[src/rtl/wavelet_pkg.sv]
// Shared types for the wavelet length table: FSM states, per-level table entry,
// and the rule that turns a buffer depth into a length width.
package wavelet_pkg;

   typedef enum logic [1:0] {
      IDLE,
      CALC,
      DONE,
      ERR
   } len_state_t;

   // One extra bit over the address width so a completely full buffer fits.
   function automatic int len_width(input int cells);
      return $clog2(cells) + 1;
   endfunction

   localparam int DEF_IBUFF_CELL_COUNT = 2048;
   localparam int PKG_LEN_WIDTH        = len_width(DEF_IBUFF_CELL_COUNT);

   typedef struct packed {
      logic [PKG_LEN_WIDTH-1:0] abs;
      logic [PKG_LEN_WIDTH-1:0] in_len;
      logic [PKG_LEN_WIDTH-1:0] out_len;
   } len_entry_t;

endpackage

[src/rtl/wavelet_len_step.sv]
// One decomposition step: extends a length by the filter taps, optionally halves it,
// and flags when the extended length no longer fits in the input buffer.
module wavelet_len_step
   import wavelet_pkg::*;
#(
   parameter int IBUFF_CELL_COUNT = 2048,
   parameter int LEN_WIDTH        = len_width(IBUFF_CELL_COUNT),
   parameter int FILT_WIDTH       = LEN_WIDTH - 1
) (
   input  logic [LEN_WIDTH-1:0]  abs,
   input  logic [FILT_WIDTH-1:0] filter,
   input  logic                  downsample,
   output logic [LEN_WIDTH-1:0]  in_len,
   output logic [LEN_WIDTH-1:0]  out_len,
   output logic                  ovf
);

   localparam logic [LEN_WIDTH:0] IBUFF_LIMIT = (LEN_WIDTH+1)'(IBUFF_CELL_COUNT);

   logic [LEN_WIDTH:0] sum;

   // The sum keeps its carry bit so the overflow compare never sees a wrapped value.
   always_comb begin
      sum     = {1'b0, abs} + (LEN_WIDTH+1)'(filter);
      in_len  = sum[LEN_WIDTH-1:0];
      out_len = downsample ? sum[LEN_WIDTH:1] : sum[LEN_WIDTH-1:0];
      ovf     = (sum > IBUFF_LIMIT);
   end

endmodule

[src/rtl/wavelet_len_table.sv]
// Per-level length table for the wavelet core: after cfg_start it fills one
// decomposition level per clock and serves registered lookups to the controller.
module wavelet_len_table
   import wavelet_pkg::*;
#(
   parameter int IBUFF_CELL_COUNT = 2048,
   parameter int OBUFF_CELL_COUNT = 2048,
   parameter int MAX_LEVELS       = 8,
   parameter int IBUFF_ADDR_WIDTH = $clog2(IBUFF_CELL_COUNT),
   parameter int OBUFF_ADDR_WIDTH = $clog2(OBUFF_CELL_COUNT),
   parameter int LVL_WIDTH        = $clog2(MAX_LEVELS),
   parameter int LEN_WIDTH        = len_width(IBUFF_CELL_COUNT)
) (
   input  logic                        clk,
   input  logic                        rst,
   input  logic                        cfg_start,
   input  logic [LVL_WIDTH-1:0]        cfg_dec_level,
   input  logic [LEN_WIDTH-1:0]        cfg_inputs_len,
   input  logic [IBUFF_ADDR_WIDTH-1:0] cfg_filter_size,
   input  logic                        cfg_downsample,
   output logic                        cfg_busy,
   output logic                        tbl_valid,
   output logic                        cfg_error,
   input  logic [LVL_WIDTH-1:0]        rd_level,
   input  logic                        rd_init,
   output logic [LEN_WIDTH-1:0]        rd_inputs_len,
   output logic [LEN_WIDTH-1:0]        rd_inputs_len_abs,
   output logic [LEN_WIDTH-1:0]        rd_outputs_len,
   output logic [LEN_WIDTH-1:0]        rd_prev_outputs_len,
   output logic                        rd_oob,
   output logic [OBUFF_ADDR_WIDTH:0]   obuff_w_approx_addr,
   output logic [OBUFF_ADDR_WIDTH:0]   obuff_last_output,
   output len_state_t                  dbg_state
);

   localparam int ADDR_MAX  = (OBUFF_ADDR_WIDTH > IBUFF_ADDR_WIDTH) ? OBUFF_ADDR_WIDTH
                                                                    : IBUFF_ADDR_WIDTH;
   localparam int ACC_WIDTH = ADDR_MAX + 3;
   localparam logic [ACC_WIDTH-1:0] OBUFF_LIMIT = ACC_WIDTH'(OBUFF_CELL_COUNT);

   len_state_t state_q, state_d;

   logic [LVL_WIDTH-1:0]        lvl_q;
   logic [LVL_WIDTH-1:0]        dec_q;
   logic [LEN_WIDTH-1:0]        len_q;
   logic [IBUFF_ADDR_WIDTH-1:0] filt_q;
   logic                        ds_q;
   logic [ACC_WIDTH-1:0]        acc_q;
   logic [ACC_WIDTH-1:0]        last_q;
   logic [OBUFF_ADDR_WIDTH:0]   approx_q;
   logic                        valid_q;
   len_entry_t                  tbl [MAX_LEVELS];

   logic [LEN_WIDTH-1:0] abs_cur;
   logic [LEN_WIDTH-1:0] step_in;
   logic [LEN_WIDTH-1:0] step_out;
   logic                 step_ovf;
   logic [ACC_WIDTH-1:0] acc_next;
   logic [ACC_WIDTH-1:0] last_next;
   logic                 step_err;
   logic                 last_ovf;

   logic [LEN_WIDTH-1:0] init_abs;
   logic [LEN_WIDTH-1:0] init_in_len;
   logic [LEN_WIDTH-1:0] init_out_unused;
   logic                 init_ovf_unused;

   logic                 rd_oob_d;
   logic [LVL_WIDTH-1:0] rd_prev_idx;

   // Protocol: cfg_start is a single-cycle pulse accepted in any state. cfg_busy is high
   // exactly while levels are being computed; afterwards exactly one of tbl_valid and
   // cfg_error rises and holds until the next start or reset.
   assign cfg_busy            = (state_q == CALC);
   assign cfg_error           = (state_q == ERR);
   assign tbl_valid           = valid_q;
   assign obuff_w_approx_addr = approx_q;
   assign obuff_last_output   = last_q[OBUFF_ADDR_WIDTH:0];
   assign dbg_state           = state_q;

   assign abs_cur  = (lvl_q == '0) ? len_q : tbl[lvl_q - 1'b1].out_len;
   assign init_abs = LEN_WIDTH'(filt_q) + LEN_WIDTH'(2);

   wavelet_len_step #(
      .IBUFF_CELL_COUNT (IBUFF_CELL_COUNT),
      .LEN_WIDTH        (LEN_WIDTH),
      .FILT_WIDTH       (IBUFF_ADDR_WIDTH)
   ) u_step (
      .abs        (abs_cur),
      .filter     (filt_q),
      .downsample (ds_q),
      .in_len     (step_in),
      .out_len    (step_out),
      .ovf        (step_ovf)
   );

   // Initialisation query length (filter<<1)+2 is one step applied to filter+2.
   wavelet_len_step #(
      .IBUFF_CELL_COUNT (IBUFF_CELL_COUNT),
      .LEN_WIDTH        (LEN_WIDTH),
      .FILT_WIDTH       (IBUFF_ADDR_WIDTH)
   ) u_init_step (
      .abs        (init_abs),
      .filter     (filt_q),
      .downsample (1'b0),
      .in_len     (init_in_len),
      .out_len    (init_out_unused),
      .ovf        (init_ovf_unused)
   );

   always_comb begin
      acc_next  = acc_q + ACC_WIDTH'(step_out);
      last_next = acc_next + ACC_WIDTH'(step_out);
      step_err  = step_ovf || (acc_next > OBUFF_LIMIT);
      last_ovf  = (last_q > OBUFF_LIMIT);
   end

   always_ff @(posedge clk) begin
      if (rst) begin
         state_q <= IDLE;
      end else begin
         state_q <= state_d;
      end
   end

   always_comb begin
      state_d = state_q;
      if (cfg_start) begin
         state_d = CALC;
      end else begin
         case (state_q)
            CALC: begin
               if (step_err) begin
                  state_d = ERR;
               end else if (lvl_q == dec_q) begin
                  state_d = DONE;
               end
            end
            DONE: begin
               if (!valid_q && last_ovf) begin
                  state_d = ERR;
               end
            end
            default: state_d = state_q;
         endcase
      end
   end

   always_ff @(posedge clk) begin
      if (rst) begin
         lvl_q    <= '0;
         dec_q    <= '0;
         len_q    <= '0;
         filt_q   <= '0;
         ds_q     <= 1'b0;
         acc_q    <= '0;
         last_q   <= '0;
         approx_q <= '0;
         valid_q  <= 1'b0;
         for (int i = 0; i < MAX_LEVELS; i++) begin
            tbl[i] <= '0;
         end
      end else if (cfg_start) begin
         lvl_q    <= '0;
         dec_q    <= cfg_dec_level;
         len_q    <= cfg_inputs_len;
         filt_q   <= cfg_filter_size;
         ds_q     <= cfg_downsample;
         acc_q    <= '0;
         last_q   <= '0;
         approx_q <= '0;
         valid_q  <= 1'b0;
         for (int i = 0; i < MAX_LEVELS; i++) begin
            tbl[i] <= '0;
         end
      end else if (state_q == CALC) begin
         tbl[lvl_q] <= '{abs: abs_cur, in_len: step_in, out_len: step_out};
         acc_q      <= acc_next;
         lvl_q      <= lvl_q + 1'b1;
         if (!step_err && (lvl_q == dec_q)) begin
            approx_q <= acc_next[OBUFF_ADDR_WIDTH:0];
            last_q   <= last_next;
         end
      end else if ((state_q == DONE) && !valid_q && !last_ovf) begin
         valid_q <= 1'b1;
      end
   end

   always_comb begin
      rd_oob_d    = (rd_level > dec_q);
      rd_prev_idx = (rd_level == '0) ? rd_level : rd_level - 1'b1;
   end

   always_ff @(posedge clk) begin
      if (rst) begin
         rd_inputs_len       <= '0;
         rd_inputs_len_abs   <= '0;
         rd_outputs_len      <= '0;
         rd_prev_outputs_len <= '0;
         rd_oob              <= 1'b0;
      end else begin
         rd_oob              <= rd_oob_d;
         rd_prev_outputs_len <= tbl[rd_prev_idx].out_len;
         if (rd_oob_d) begin
            rd_inputs_len_abs <= '0;
            rd_outputs_len    <= '0;
         end else begin
            rd_inputs_len_abs <= tbl[rd_level].abs;
            rd_outputs_len    <= tbl[rd_level].out_len;
         end
         if (rd_init) begin
            rd_inputs_len <= init_in_len;
         end else if (rd_oob_d) begin
            rd_inputs_len <= '0;
         end else begin
            rd_inputs_len <= tbl[rd_level].in_len;
         end
      end
   end

endmodule
[config.mk]
export PLATFORM = sky130hd
export DESIGN_NAME = wavelet_len_table
export DESIGN_NICKNAME = d
export VERILOG_FILES = /design/src/rtl/wavelet_pkg.sv /design/src/rtl/wavelet_len_step.sv /design/src/rtl/wavelet_len_table.sv
export SDC_FILE = /design/constraint.sdc
export NUM_CORES = 1
export LEC_CHECK = 0
export CORE_MARGIN = 2
export CORE_UTILIZATION = 50
export CTS_CLUSTER_DIAMETER = 30
export DETAILED_ROUTE_END_ITERATION = 8
export PLACE_DENSITY = 0.74
export SYNTH_ARGS = -nofsm -noshare
export SYNTH_HDL_FRONTEND = slang
export SYNTH_SLANG_ARGS = --single-unit
[constraint.sdc]
create_clock -name clk -period 21.5 [get_ports clk]
set_input_delay 2.15 -clock clk [delete_from_list [all_inputs] [get_ports clk]]
set_output_delay 2.15 -clock clk [all_outputs]
set_load 0.01 [all_outputs]
Yosys cells after proc, flatten, opt, wreduce, memory -nomap -nowiden

Memories as Yosys holds them, arrays and structs flattened. A register that Yosys moved wholly into a read port is not among the register bits.
Cells that the tools add are included.

$add $sub $neg: 8
Magnitude comparators: 4
Equality and inequality tests: 8
Multiplexer cells: 30
Bitwise logic cells: 9
Reduce and logical (&&, ||, !) cells: 19

Operator list:

| operator              | count |
|---|---|
| $mux 36               | 9 |
| $mux 12               | 4 |
| $reduce_or 36->1      | 1 |
| $add 14x12->14        | 2 |
| $gt 14x12->1 const B  | 2 |
| $add 12x11->13        | 1 |
| $gt 13x12->1 const B  | 1 |
| $add 11x2->12 const B | 1 |
| $add 12x11->12        | 1 |
| $mux 1                | 11 |
| $or 1x1->1            | 8 |
| $logic_not 3->1       | 2 |
| $mux 2                | 3 |
| $mux 3                | 2 |
| $reduce_and 3->1      | 2 |
| $sub 3x1->3 const B   | 2 |
| $eq 2x2->1 const B    | 2 |
| $logic_and 1x1->1     | 4 |
| $ne 4x2->1 const B    | 1 |
| $pmux 2 s2            | 1 |
| $reduce_and 2->1      | 2 |
| $reduce_or 2->1       | 2 |
| $add 3x1->3 const B   | 1 |
| $eq 3x3->1            | 1 |
| 10 further kinds      | 12 |

Register bits after elaboration: 110
Bits in writable memories: 288
Input bits: 34
Output and inout bits: 78
Logic and storage cells: 94
Memories: 1

Memory list:

| name | depth | bits a word | read ports | clocked after memory_dff | wr ports | line                    | text |
|---|---|---|---|---|---|---|---|
| tbl  | 8     | 36          | 3          | 1                        | 8        | wavelet_len_table.sv:52 | `len_entry_t tbl [MAX_LEVELS];` |

Depth between registers and ports, before layout

Gate-level depths: netlist (run 1).
An unclocked memory read counts as a cell.

Word-level depth: 11
Mapped depth: 37
Mapped depth without buffers: 32

Hierarchy

Synthesis (run 1) repeated with hierarchy kept, for this count alone.

Cell total of the unflattened synthesis: 1778
Area total of the unflattened synthesis: 21573.2 um^2

Modules (own cells, without submodules):

| module            | times used | cells an instance | area each (um^2) | seq. area each (um^2) |
|---|---|---|---|---|
| wavelet_len_table | 1          | 1570              | 20004.2          | 11090.6 |
| wavelet_len_step  | 2          | 104               | 784.5            | 0.0 |

Worst setup path after synthesis (run 1)

Ideal clock, no wire load.

Kind: register to register
Start: register lvl_q[0]
End: register last_q[4]
Library setup time: 0.070 ns
Arrival time: 7.463 ns
Slack: 13.967 ns
Cell stages (with the launch flop): 32
Path buffers: 5
Period minus slack after synthesis: 7.533 ns
Cell sequence: dfxtp_1 -> clkbuf_1 -> clkbuf_1 -> inv_1 -> ha_1 -> clkbuf_1 -> clkbuf_1 -> mux4_2 -> mux2i_1 -> nor2_1 -> a21oi_1 -> nor2_1 -> a21oi_1 -> inv_1 -> ha_1 -> and3_1 -> a22oi_1 -> nor2b_1 -> xor2_1 -> clkbuf_1 -> mux2_2 -> inv_1 -> ha_1 -> o21a_1 -> o31a_2 -> a21oi_2 -> or4_1 -> or4b_1 -> o41ai_2 -> nand4_2 -> or4_1 -> a21oi_1

Cells in the longest elaborated chain, start to end: 11
Elaborated cells on any way between the ends: 15
Those cells by class: add/sub (4); order compare (2); eq/ne (1); mux (2); reduce/logical (5); memory (1)

Ends and longest elaborated chain:

| element                    | line                     | text |
|---|---|---|
| start: declaration         | wavelet_len_table.sv:43  | `logic [LVL_WIDTH-1:0] lvl_q;` |
| start signal: assignment   | wavelet_len_table.sv:179 | `lvl_q <= lvl_q + 1'b1;` |
| $sub 3x1->3                | wavelet_len_table.sv:81  | `assign abs_cur = (lvl_q == '0) ? len_q : tbl[lvl_q - 1'b1].out_len;` |
| $mem_v2 8x36               | n/a                      |  |
| $mux 12 (*)                | wavelet_len_table.sv:81  |  |
| net abs_cur[4]             | wavelet_len_table.sv:54  | `logic [LEN_WIDTH-1:0] abs_cur;` |
| $add 12x11->13 (*)         | wavelet_len_step.sv:24   | `sum = {1'b0, abs} + (LEN_WIDTH+1)'(filter);` |
| $mux 12 (*)                | wavelet_len_step.sv:26   | `out_len = downsample ? sum[LEN_WIDTH:1] : sum[LEN_WIDTH-1:0];` |
| net step_out[4]            | wavelet_len_table.sv:56  | `logic [LEN_WIDTH-1:0] step_out;` |
| $add 14x12->14 (*)         | wavelet_len_table.sv:112 | `acc_next = acc_q + ACC_WIDTH'(step_out);` |
| net acc_next[4]            | wavelet_len_table.sv:58  | `logic [ACC_WIDTH-1:0] acc_next;` |
| $gt 14x12->1               | wavelet_len_table.sv:114 | `step_err = step_ovf \|\| (acc_next > OBUFF_LIMIT);` |
| $logic_or 1x1->1           | wavelet_len_table.sv:114 |  |
| $logic_not 1->1            | wavelet_len_table.sv:180 | `if (!step_err && (lvl_q == dec_q)) begin` |
| $logic_and 1x1->1          | wavelet_len_table.sv:180 |  |
| $reduce_and 2->1 (no line) | n/a                      |  |
| end signal: assignment     | wavelet_len_table.sv:182 | `last_q <= last_next;` |
| end: declaration           | wavelet_len_table.sv:49  | `logic [ACC_WIDTH-1:0] last_q;` |

The timed path passes the listed nets; every way through them passes the cells marked *.
A chain may end at the register's enable or synchronous reset.

Final worst setup path (run 1)

Start: register lvl_q[1]
End: register last_q[4]

Cells in the longest elaborated chain, start to end: 11
Elaborated cells on any way between the ends: 15
Those cells by class: add/sub (4); order compare (2); eq/ne (1); mux (2); reduce/logical (5); memory (1)

Ends and longest elaborated chain:

| element                        | line |
|---|---|
| $sub 3x1->3                    | wavelet_len_table.sv:81 |
| $mem_v2 8x36                   | n/a |
| $mux 12 (*)                    | wavelet_len_table.sv:81 |
| net abs_cur[5]                 | wavelet_len_table.sv:54 |
| $add 12x11->13 (*)             | wavelet_len_step.sv:24 |
| $mux 12 (*)                    | wavelet_len_step.sv:26 |
| net step_out[6]                | wavelet_len_table.sv:56 |
| $add 14x12->14 (*)             | wavelet_len_table.sv:112 |
| net acc_next[9]                | wavelet_len_table.sv:58 |
| $gt 14x12->1 (*)               | wavelet_len_table.sv:114 |
| $logic_or 1x1->1 (*)           | wavelet_len_table.sv:114 |
| $logic_not 1->1 (*)            | wavelet_len_table.sv:180 |
| $logic_and 1x1->1 (*)          | wavelet_len_table.sv:180 |
| $reduce_and 2->1 (no line) (*) | n/a |

Marks and branches as above.

==> impl_results.md, run 1 <==
- Mapped Nets: 1723
- Yosys cell types: 58
- MaxCap Viol Count: 0
- Most frequent cells in the layout: nor2_1, edfxtp_1, dfxtp_1, mux4_2, clkdlybuf4s50_1
- CTS buffer count: 81
- Setup TNS: 0 ns
- PwrDens: 102 nW/µm²
- DRC violations left: 0
- Worst-Margin Slew: 1.16 ns
- Global-route wire length before repair: 85.2 mm
- Row cnt: 73
- Leakage power: 9.48 nW
- Ys Warns: 0
- Slowest cell on the critical path: a21oi_1
- Endpoints failing setup: 0
- Max-slew violation count: 0
- Clock buffer depth: 3
- Post-layout min period: 8.95 ns
- Die footprint: 41800 µm²
- GPL Wtd Cong: 0.942
- CORE AREA: 39700 µm²
- Number of synthesized flops with an enable pin: 288
- Area growth syn-to-layout: 21.3%
- Skew final: 0.0220 ns
- Largest net degree at the start of global routing: 49
- Most frequent CP cell: a21oi_1
- WL/cell: 23.9 µm
- # fillers: 3035
- Kind of capture point of the worst setup path: flip-flop
- Share of cells above drive strength 1: 0.188
- CP Launch Type: flip-flop
- Area of the multi-input gates: 8350 µm²
- Cells after Synth: 1638
- Worst hold path class: flip-flop to flip-flop
- Antenna-violating nets left: 0
- Resized cells post-CTS: 0
- DR vias: 14300
- Mapped Area: 20100 µm²
- Hold_buf cts: 0
- ANT cells: 0
- Post-CTS Setup Repair Bufs: 0
- Worst-path clk slew: 0.05 ns
- Half-perimeter wire length after detailed placement: 32.4 mm
- Clk sinks: 410
- Peak Freq: 0.112 GHz
- DR vias/cell: 6.11
- Sequential cell area: 11100 µm²
- Peak VDD IR: 69.8 µV
- Pwr Total: 2.49 mW
- Crit-path max cell delay: 0.79 ns
- Iteration count of the initial detailed-routing pass: 5
- Crit Path Max Fanout: 24
- H-tree levels: 3
- CTS root buffer: clkbuf_16
- Slew headroom: 0.227
- Clk_lat worst skew: 0.60 ns
- Final worst-path cycle share: 0.416
- Worst Path Required: 22.03 ns
- Outcome: finished, final reports clean
- Die H: 205 µm
- Mapped Avg Cell Area: 12.3 µm²
- Seq/Total Area, Yosys: 0.552
- DRT iter0 DRCs: 1562
- RSZ-0062 raised after global routing: no
- WS Path Type: flip-flop to flip-flop
- Total grt overflow: 0
- Post-synth top flop: edfxtp_1
- Seq cells post-synth: 410
- Critical path arrival: 9.47 ns
- Commonest non-fill, non-tap cell in the layout: nor2_1
- Number of global-route vias before repair: 14700
- NumNets Final: 1826
- CTS tree: yes
- Asr flop ratio synth: 0
- Starting Density: 0.506
- Antenna violations before repair: 0
- Endpoints failing hold: 0
- Final WL: 55.7 mm
- Port bufs: 111
- All-layer global routing usage: 0.273
- Num ports: 112
- Die width: 205 µm
==> synthesized netlist by cell type (4+ instances only) <==
master	number	share of area
clkbuf_1	87	0.016
ha_1	48	0.030
or3_1	6	0.0019
a21oi_1	71	0.018
nand3_1	34	0.0085
a211oi_1	11	0.0041
dfxtp_1	122	0.12
nor3_1	16	0.0040
and3_1	7	0.0022
nand2_1	28	0.0052
o21ai_0	36	0.0090
nor4_1	5	0.0016
nor2_1	419	0.078
xor2_1	20	0.0087
o31ai_1	4	0.0015
or2_2	6	0.0019
mux2_2	25	0.014
mux2i_1	96	0.048
xnor2_1	21	0.0091
buf_1	20	0.0037
inv_1	49	0.0091
o21a_1	9	0.0034
edfxtp_1	288	0.43
mux4_2	120	0.13
o22ai_1	12	0.0037
buf_4	13	0.0049
a21o_1	5	0.0019
nor2b_1	7	0.0022
==> sequential cells by signal, indices dropped and copies added (netlist names) <==
name and cells:
acc_q 14, dbg_state 2, dec_q 3, ds_q 1, filt_q 11, last_q 14
len_q 12, lvl_q 3, obuff_w_approx_addr 12, rd_inputs_len 12, rd_inputs_len_abs 12, rd_oob 1
rd_outputs_len 12, rd_prev_outputs_len 12, tbl 288, tbl_valid 1
==> worst paths after layout <==
| path | slack (ns) | startpoint | to | cells past startpoint |
|---|---|---|---|---|
| setup / recovery | 12.55 | lvl_q[1]$_SDFFE_PP0P_ | last_q[4]$_SDFFE_PP0P_ | 27 |
| setup reg to reg | 12.55 | lvl_q[1]$_SDFFE_PP0P_ | last_q[4]$_SDFFE_PP0P_ | 27 |
| hold / removal | 0.48 | last_q[13]$_SDFFE_PP0P_ | last_q[13]$_SDFFE_PP0P_ | 1 |
| hold reg to reg | 0.48 | last_q[13]$_SDFFE_PP0P_ | last_q[13]$_SDFFE_PP0P_ | 1 |
==> metrics by stage <==
step                      hold WS [ns]   util  area, µm²  std cells  setup WS, ns
after global placement           0.450  0.544      21600       2183         12.97
final                            0.483  0.614      24400       2333         12.55
after floorplan                  0.439      -      20100       1638         13.97
after detailed placement         0.477  0.544      21600       2183         12.81
after global routing             0.491  0.614      24400       2333         11.84
after CTS                        0.485  0.614      24400       2333         12.66
==> worst max-delay path, delay by kind of cell, from the launching register on <==
| family | cells | cell delay [ns] |
|---|---|---|
| compound gates | 9 | 2.34 |
| simple gates | 6 | 1.92 |
| fa+ha+maj | 3 | 1.32 |
| mux | 3 | 0.99 |
| xor+xnor | 2 | 0.90 |
| buf+inv | 4 | 0.84 |
| flops | 1 | 0.52 |
==> where the power goes <==
part	switching (mW)	internal, mW	leakage (nW)
combinational	0.200	0.130	3.92
clock	0.428	0.829	1.35
sequential	0.0208	0.882	4.21
==> metal layers <==
| metal | vias up | GRT usage | share of wire |
|---|---|---|---|
| li1 | 6226 | - | - |
| met1 | 7004 | 0.354 | 0.39 |
| met2 | 868 | 0.438 | 0.47 |
| met3 | 160 | 0.0690 | 0.10 |
| met4 | 0 | 0.114 | 0.032 |
| met5 | - | 0 | 0 |
==> area by class of cell <==
type | count | area share
inverters | 50 | 0.00770
clock buffers | 91 | 0.0876
clock inverters | 59 | 0.0259
well taps | 525 | 0.0269
repair buffers | 143 | 0.0546
flip-flops and latches | 410 | 0.455
multi-input cells | 1055 | 0.342
==> logic make-up after synthesis <==
| family | count (synthesis) | share of synthesized area |
|---|---|---|
| AO/OA/AOI/OAI | 176 | 0.0531 |
| multiplexers | 242 | 0.197 |
| buffers and inverters | 173 | 0.0349 |
| AND/OR/NAND/NOR | 545 | 0.112 |
| adder cells (fa/ha/maj) | 51 | 0.0329 |
| XOR/XNOR | 41 | 0.0179 |
| flip-flops | 410 | 0.552 |
Note: power is estimated with default switching activity, not from simulation.
==> run 2: changes to the inputs <==
clock period = 9.1 ns   (was 21.5 ns; I/O delays follow)
==> impl_results.md, run 2 (synthesized netlist as in run 1, its figures left out) <==
- Outcome: finished, final reports clean (unchanged)
- PwrDens: 243 nW/µm² (was 102 nW/µm²)
- Worst-path clk slew: 0.05 ns (about the same)
- ANT cells: 0 (unchanged)
- Critical path arrival: 8.88 ns (was 9.47 ns)
- DRC violations left: 0 (unchanged)
- Die footprint: 41800 µm² (unchanged)
- Max-slew violation count: 0 (unchanged)
- All-layer global routing usage: 0.273 (about the same)
- Skew final: 0.0281 ns (was 0.0220 ns)
- Port bufs: 111 (unchanged)
- Half-perimeter wire length after detailed placement: 33.0 mm (was 32.4 mm)
- Most used routing layer: met2 (unchanged)
- Starting Density: 0.506 (unchanged)
- RSZ-0062 raised after global routing: no (unchanged)
- Clock buffer depth: 3 (unchanged)
- Global-route wire length before repair: 85.7 mm (was 85.2 mm)
- Clk_lat worst skew: 0.61 ns (was 0.60 ns)
- DRT iter0 DRCs: 1585 (was 1562)
- WL/cell: 24.1 µm (was 23.9 µm)
- CTS buffer count: 85 (was 81)
- Kind of capture point of the worst setup path: flip-flop (unchanged)
- Antenna-violating nets left: 0 (unchanged)
- Peak Freq: 0.119 GHz (was 0.112 GHz)
- Share of cells above drive strength 1: 0.195 (was 0.188)
- Resized cells post-CTS: 0 (unchanged)
- Final worst-path cycle share: 0.920 (was 0.416)
- Num ports: 112 (unchanged)
- Hold_buf cts: 0 (unchanged)
- NumNets Final: 1840 (was 1826)
- Worst hold path class: flip-flop to flip-flop (unchanged)
- H-tree levels: 3 (unchanged)
- Area growth syn-to-layout: 22.1% (was 21.3%)
- Worst-Margin Slew: 1.29 ns (was 1.16 ns)
- Iteration count of the initial detailed-routing pass: 6 (was 5)
- Number of global-route vias before repair: 14800 (was 14700)
- CP Launch Type: flip-flop (unchanged)
- Endpoints failing setup: 0 (unchanged)
- MaxCap Viol Count: 0 (unchanged)
- Final Cell Area: 24600 µm² (was 24400 µm²)
- Total grt overflow: 0 (unchanged)
- Antenna violations before repair: 0 (unchanged)
- DR vias/cell: 6.18 (was 6.11)
- Post-layout min period: 8.37 ns (was 8.95 ns)
- CTS root buffer: clkbuf_16 (unchanged)
- R2R Setup Slk: 0.73 ns (was 12.55 ns)
- Worst Path Required: 9.61 ns (was 22.03 ns)
- Endpoints failing hold: 0 (unchanged)
- Die H: 205 µm (unchanged)
- Placed inst area: 21700 µm² (was 21600 µm²)
- Post-CTS Setup Repair Bufs: 0 (unchanged)
- Commonest non-fill, non-tap cell in the layout: nor2_1 (unchanged)
- Met2 usage: 0.436 (was 0.438)
- Die width: 205 µm (unchanged)
- Final WL: 56.6 mm (was 55.7 mm)
- Largest net degree at the start of global routing: 50 (was 49)
- Crit Path Max Fanout: 24 (unchanged)
- Reg with most FFs: tbl (unchanged)
- Clk sinks: 410 (unchanged)
- Grt met1 use: 0.361 (was 0.354)
- Largest regs: tbl: 288 flops, acc_q: 14 flops, last_q: 14 flops (unchanged)
- Row cnt: 73 (unchanged)
- WS Path Type: flip-flop to flip-flop (unchanged)
- M3 GR Usage: 0.0614 (was 0.0690)
- DR vias: 14500 (was 14300)
- Slew headroom: 0.131 (was 0.227)
- Leakage power: 9.54 nW (was 9.48 nW)
- CTS tree: yes (unchanged)
- GPL Wtd Cong: 0.886 (was 0.942)
- Peak VDD IR: 169 µV (was 69.8 µV)
- Most frequent cells in the layout: nor2_1, edfxtp_1, dfxtp_1, mux4_2, clkdlybuf4s50_1 (unchanged)
- Max reg flops: 288 (unchanged)
- CORE AREA: 39700 µm² (unchanged)
- Setup TNS: 0 ns (unchanged)
## run 2: cell types whose count changed in the layout (fill, tap and decap cells not counted), moves of 2 or more
cell,delta
buf_4,+10
clkinvlp_4,+6
clkbuf_16,+4
clkinv_4,+3
inv_6,-3
clkbuf_1,+2
clkinv_8,-2
inv_4,-2
## run 2: metal layers
| layer | vias to the layer above | share of wire |
|---|---|---|
| met5 | - | 0 |
| met4 | 0 | 0.036 |
| met3 | 170 | 0.11 |
| met2 | 923 | 0.47 |
| met1 | 7190 | 0.39 |
| li1 | 6244 | - |
## run 2: final cells by class
type                    count  area [µm²]
clock buffers              96        2230
clock inverters            62         631
fillers                  3058       15200
inverters                  50         188
multi-input cells        1055        8360
flip-flops and latches    410       11100
well taps                 525         657
repair buffers            153        1410
## run 2: critical path, cell delays in order, from the launching register on
cell,delay (ns)
dfxtp_1,0.52
inv_1,0.12
ha_1,0.75
buf_4,0.37
mux4_2,0.38
mux2i_1,0.16
nor2_1,0.07
a21oi_1,0.13
nor2_1,0.06
a21oi_1,0.67
inv_1,0.16
ha_1,0.29
a2111oi_0,0.35
and3_1,0.25
nor3_1,0.07
or2_2,0.41
mux2_2,0.40
inv_1,0.16
ha_1,0.19
o21ai_0,0.10
o31a_1,0.34
xnor2_1,0.20
or4b_1,0.54
o41ai_2,0.27
nand4_2,0.50
or4_1,0.68
a21oi_1,0.15
## run 2: where the power goes
group / leakage, nW / internal, mW / switching, mW
clock network: 1.37 / 2.00 / 1.04
registers: 4.21 / 2.08 / 0.0500
logic: 3.97 / 0.315 / 0.477
## run 2: final timing paths
check                     startpoint                 endpoint  depth (start not counted)
max reg2reg    lvl_q[1]$_SDFFE_PP0P_   last_q[4]$_SDFFE_PP0P_                         26
max            lvl_q[1]$_SDFFE_PP0P_   last_q[4]$_SDFFE_PP0P_                         26
min reg2reg  last_q[12]$_SDFFE_PP0P_  last_q[12]$_SDFFE_PP0P_                          2
min          last_q[12]$_SDFFE_PP0P_  last_q[12]$_SDFFE_PP0P_                          2
## run 2: per-stage QoR
step / power (mW) / hold slack [ns] / cells / util / setup slack [ns]
floorplan: 2.68 / 0.439 / 1638 / - / 1.57
finish: 5.98 / 0.472 / 2351 / 0.618 / 0.730
detailed placement: 2.94 / 0.467 / 2193 / 0.546 / 0.763
global placement: 2.92 / 0.449 / 2193 / 0.546 / 1.04
global route: 6.16 / 0.496 / 2351 / 0.618 / 0.211
CTS: 5.99 / 0.474 / 2351 / 0.618 / 0.668
